## src/rtl/fetch_pkg.sv

```systemverilog
// fetch_pkg: shared state encoding and opcode constants for the fetch sequencer
package fetch_pkg;
  typedef enum logic [1:0] {FC_IDLE, FC_RUN, FC_HALT} fetch_state_t;
  localparam logic [7:0] HALT_OPCODE = 8'hFF;
endpackage

```

## src/rtl/sat_counter.sv

```systemverilog
// sat_counter: up-counter that sticks at all-ones
module sat_counter #(
  parameter int WIDTH = 16
) (
  input  logic             clk,
  input  logic             reset,
  input  logic             inc,
  output logic [WIDTH-1:0] count
);
  always_ff @(posedge clk) begin
    if (!reset) count <= '0;
    else if (inc && !(&count)) count <= count + 1'b1;
  end
endmodule

```

## src/rtl/fetch_controller.sv

```systemverilog
// fetch_controller: owns the PC, registers ROM words toward decode, handles branch flush, HALT and retired count
module fetch_controller
  import fetch_pkg::*;
#(
  parameter int                    ADDR_WIDTH = 8,
  parameter int                    DATA_WIDTH = 32,
  parameter logic [ADDR_WIDTH-1:0] RESET_PC   = '0,
  parameter int                    CNT_WIDTH  = 16
) (
  input  logic                  clk,
  input  logic                  reset,
  input  logic                  start,
  input  logic                  branch_en,
  input  logic [ADDR_WIDTH-1:0] branch_addr,
  output logic [ADDR_WIDTH-1:0] rom_addr,
  input  logic [DATA_WIDTH-1:0] rom_data,
  output logic                  out_valid,
  input  logic                  out_ready,
  output logic [DATA_WIDTH-1:0] out_instr,
  output logic [ADDR_WIDTH-1:0] out_pc,
  output logic                  halted,
  output logic [CNT_WIDTH-1:0]  fetch_count
);
  fetch_state_t          state;
  logic [ADDR_WIDTH-1:0] pc;
  logic                  slot_free, capture, is_halt;
  assign slot_free = !out_valid || out_ready;
  assign capture   = (state == FC_RUN) && slot_free && !branch_en;
  assign is_halt   = rom_data[DATA_WIDTH-1 -: 8] == HALT_OPCODE;
  assign rom_addr  = pc;
  assign halted    = state == FC_HALT;
  // a free slot that does not capture drains: branch bubble, or last word leaving in IDLE/HALT
  always_ff @(posedge clk) begin
    if (!reset) begin
      state     <= FC_IDLE;
      pc        <= RESET_PC;
      out_valid <= 1'b0;
      out_instr <= '0;
      out_pc    <= '0;
    end else begin
      if (branch_en) begin
        pc        <= branch_addr;
        out_valid <= 1'b0;
      end else if (capture) begin
        out_instr <= rom_data;
        out_pc    <= pc;
        out_valid <= 1'b1;
        pc        <= pc + 1'b1;
      end else if (slot_free) out_valid <= 1'b0;
      state <= (state != FC_RUN && start) ? FC_RUN : (capture && is_halt) ? FC_HALT : state;
    end
  end
  sat_counter #(.WIDTH(CNT_WIDTH)) u_count (
    .clk   (clk),
    .reset (reset),
    .inc   (out_valid && out_ready && !branch_en),
    .count (fetch_count)
  );
endmodule

```

## config.mk

```make
export PLATFORM = sky130hd
export DESIGN_NAME = fetch_controller
export DESIGN_NICKNAME = d
export VERILOG_FILES = /design/src/rtl/fetch_pkg.sv /design/src/rtl/sat_counter.sv /design/src/rtl/fetch_controller.sv
export SDC_FILE = /design/constraint.sdc
export NUM_CORES = 1
export LEC_CHECK = 0
export ABC_AREA = 1
export BUFFER_PORTS_ARGS = -buffer_cell sky130_fd_sc_hd__buf_4
export CORE_MARGIN = 2
export CORE_UTILIZATION = 30
export CTS_BUF_LIST = sky130_fd_sc_hd__clkbuf_4
export DETAILED_ROUTE_END_ITERATION = 10
export RECOVER_POWER = 25
export SETUP_SLACK_MARGIN = 0.1
export SYNTH_ARGS = -nofsm -noshare
export SYNTH_HDL_FRONTEND = slang
export SYNTH_SLANG_ARGS = --single-unit
```

## constraint.sdc

```tcl
create_clock -name clk -period 1.5 [get_ports clk]
set_input_delay 0.3 -clock clk [delete_from_list [all_inputs] [get_ports clk]]
set_output_delay 0.3 -clock clk [all_outputs]
set_load 0.05 [all_outputs]
```

==> results.sh <==
export IMPL_drc_errors=0
export IMPL_syn_nets=457
export IMPL_n_antenna_cell=0
export IMPL_seq_area_sq_um=1400
export IMPL_synth_ff_type="dfxtp_1"
export IMPL_power_density_nw_per_um2=981
export IMPL_synth_area_per_cell_sq_um=7.32
export IMPL_yosys_top_cells_area="dfxtp_1, nand2_1, a21oi_1"
export IMPL_fin_skew_ns=0.0127
export IMPL_maxCapViolCount=0
export IMPL_die_area_sq_um=10800
export IMPL_die_y_um=104
export IMPL_hpwlAfterDp_um=6050
export IMPL_core_area_sq_um=9730
export IMPL_grt_pass1_vias=2919
export IMPL_cts_made_buffers=9
export IMPL_reg2reg_from="u_count.count[1]"
export IMPL_yosysSeqAreaShare_pct=44.7
export IMPL_io_buffers=110
export IMPL_status="finished, final reports clean"
export IMPL_cts_root_buf="clkbuf_4"
export IMPL_clock_latency_ns=0.41
export IMPL_start_util_pct=30.8
export IMPL_routedWlPerCell_um=12.6
export IMPL_max_slew_margin_pct=76.6
export IMPL_ys_async_sr_fraction_pct=0
export IMPL_end_kind="register"
export IMPL_internal_power_uw=3230
export IMPL_drt_pass1_iter_count=4
export IMPL_synth_distinct_cells=29
export IMPL_row_count=36
export IMPL_post_route_worst_setup_slack_ns=0.110
export IMPL_grt_max_degree=29
export IMPL_final_util_pct=45.9
export IMPL_ant_nets=0
export IMPL_clock_path_buffers=2
export IMPL_critPathMaxFanout=6
export IMPL_vdd_ir_drop_max_mv=0.354
export IMPL_p_sw_uw=1150
export IMPL_min_delay_start="start"
export IMPL_synth_seq_cells=67
export IMPL_cp_common_cell="nand2_4"
export IMPL_synthesis_instances=410
export IMPL_post_drt_via_cell_ratio=4.58
export IMPL_clkTransAtPathRegs_ns=0.12
export IMPL_clockPowerShare_pct=42.6
export IMPL_hold_path_class="in2reg"
export IMPL_antenna_found_initial=0
export IMPL_total_power_uw=4380
export IMPL_drt_iter0_drc=84
export IMPL_switching_share_pct=26.3
export IMPL_grt_pass1_wl_um=14000
export IMPL_area_growth_syn_to_layout_pct=48.9
export IMPL_power_leakage_uw=0.00188
export IMPL_gr_total_overflow=0
export IMPL_grt_usage_pct=16.0
export IMPL_drive_above_1_share_pct=42.0
export IMPL_fillers=1044
export IMPL_comb_power_share_pct=14.5
export IMPL_seqPwrFrac_pct=42.9
export IMPL_crit_buf_inv=1
export IMPL_tightest_slew_ns=0.351
export IMPL_top_level_ports=111
export IMPL_finalCriticalPeriod_ns=1.39
export IMPL_critPathKind="reg2reg"
export IMPL_dpl_worst_slack_ns=-0.0808
export IMPL_routed_wl_um=8470
export IMPL_cts_tree="yes"
export IMPL_finalCritPeriodShare_pct=92.7
export IMPL_synth_edf_count=0
export IMPL_yosys_top_cells_count="nand2_1, dfxtp_1, a21oi_1"
export IMPL_place_gp_congestion=0.791
export IMPL_dr_total_vias=3085
export IMPL_slew_viol_final=0
export IMPL_cp_top_family="flip-flops"
export IMPL_cp_arrival_ns=1.74
export IMPL_nets=582
export IMPL_multi_input_area_sq_um=1570
export IMPL_yosysTopAreaCell="dfxtp_1"
export IMPL_hold_buffers=0
export IMPL_clock_fmax_mhz=719
export IMPL_crit_path_start_kind="register"
export IMPL_hold_slack_ns=0.123
export IMPL_clock_sinks=67
export IMPL_startpoint="u_count.count[1]"
export IMPL_fp_dieW_um=104
export IMPL_synthMostInstantiatedCell="nand2_1"
export IMPL_yosysWarnings=0
export IMPL_cts_htree_levels=3
export IMPL_path_cells="ha_4 -> nand2_4 -> nor2_4 -> nand2_4 -> o21ai_4 -> buf_6 -> nand2_1 -> a21oi_2"
export IMPL_setup_viol=0
export IMPL_grt_setup_unrepaired="true"
export IMPL_crit_slowest_cell="dfxtp_4"
export IMPL_cpPeakStageDelay_ns=0.38
export IMPL_hold_violations=0
export IMPL_yosys_area_top_type_share_pct=44.7
export IMPL_required_ns=1.85
export IMPL_netlist_area_sq_um=3000
kinds of logic (layout without fill, tap and decap cells):
family	count (synthesis)	count (layout)	synth area share, %
AOI/OAI and AO/OA	69	69	13.4
xor gates and xnor gates	9	9	2.63
adders and majority gates	2	2	0.834
buffers and inverters	42	172	6.67
DFF	67	67	44.7
and+or+nand+nor	221	221	31.8
power groups by stage:
stage	Sequential (uW)	Clock (uW)	Combinational, uW
2_1_floorplan	2130	0	187
3_3_place_gp	1930	0	637
3_5_place_dp	1930	0	641
4_1_cts	1890	1910	647
5_1_grt	1890	2000	682
6_report	1880	1870	636
worst min-delay path, delay by kind of cell:
kind          cells  cell delay [ns]
simple gates      3             0.14
buf+inv           1             0.07
final timing paths:
kind	to	slack, ns	depth (start not counted)
max reg2reg	u_count.count[14]	0.11	8
min reg2reg	out_instr[7]	0.47	2
min	state[1]	0.12	4
max	u_count.count[14]	0.11	8
final cells by class:
type,count,share of cell area [%]
Clock inverter,7,3.67
Tap cell,133,3.73
Clock buffer,9,1.51
Timing Repair Buffer,131,22.4
Inverter,25,2.27
Multi-Input combinational cell,301,35.2
Sequential cell,67,31.2
sequential cells by signal, indices dropped and copies added (netlist names):
name           count
out_valid          1
rom_addr           8
out_pc             8
u_count.count     16
state              2
out_instr         32
through the flow:
step / cell area [sq um] / std cells / TNS [ns]
2_1_floorplan: 3050 / 410 / 0
3_3_place_gp: 4040 / 647 / -0.110
3_5_place_dp: 4040 / 647 / -0.214
4_1_cts: 4360 / 668 / 0
5_1_grt: 4470 / 673 / 0
6_report: 4470 / 673 / 0
cells in the final DEF, fill, tap and decap left out, types with 10 or more instances in the layout:
cell / synthesis / layout
nand2_1: 136 / 128
buf_4: 2 / 92
a21oi_1: 45 / 43
dfxtp_1: 67 / 42
nor2_1: 33 / 25
clkbuf_2: 0 / 24
inv_1: 20 / 19
nand3_1: 18 / 17
dfxtp_2: 0 / 16
nand2_2: 11 / 14
a21oi_2: 9 / 11
nor2_2: 5 / 10
per-layer routing:
layer	track usage, %	share of wire (%)	up-vias
met3	4.45	6.4	10
met5	0	0	-
met1	19.2	45	1423
li1	-	-	1566
met4	6.95	1.4	0
met2	26.6	47	86
repair_timing:
item                       in CTS  in global routing
gates resized for setup        15                 39
setup endpoints to repair      21                 61
pin swaps                       4                 10
buffers inserted                5                  5
Power figures use the tool's default switching activity.
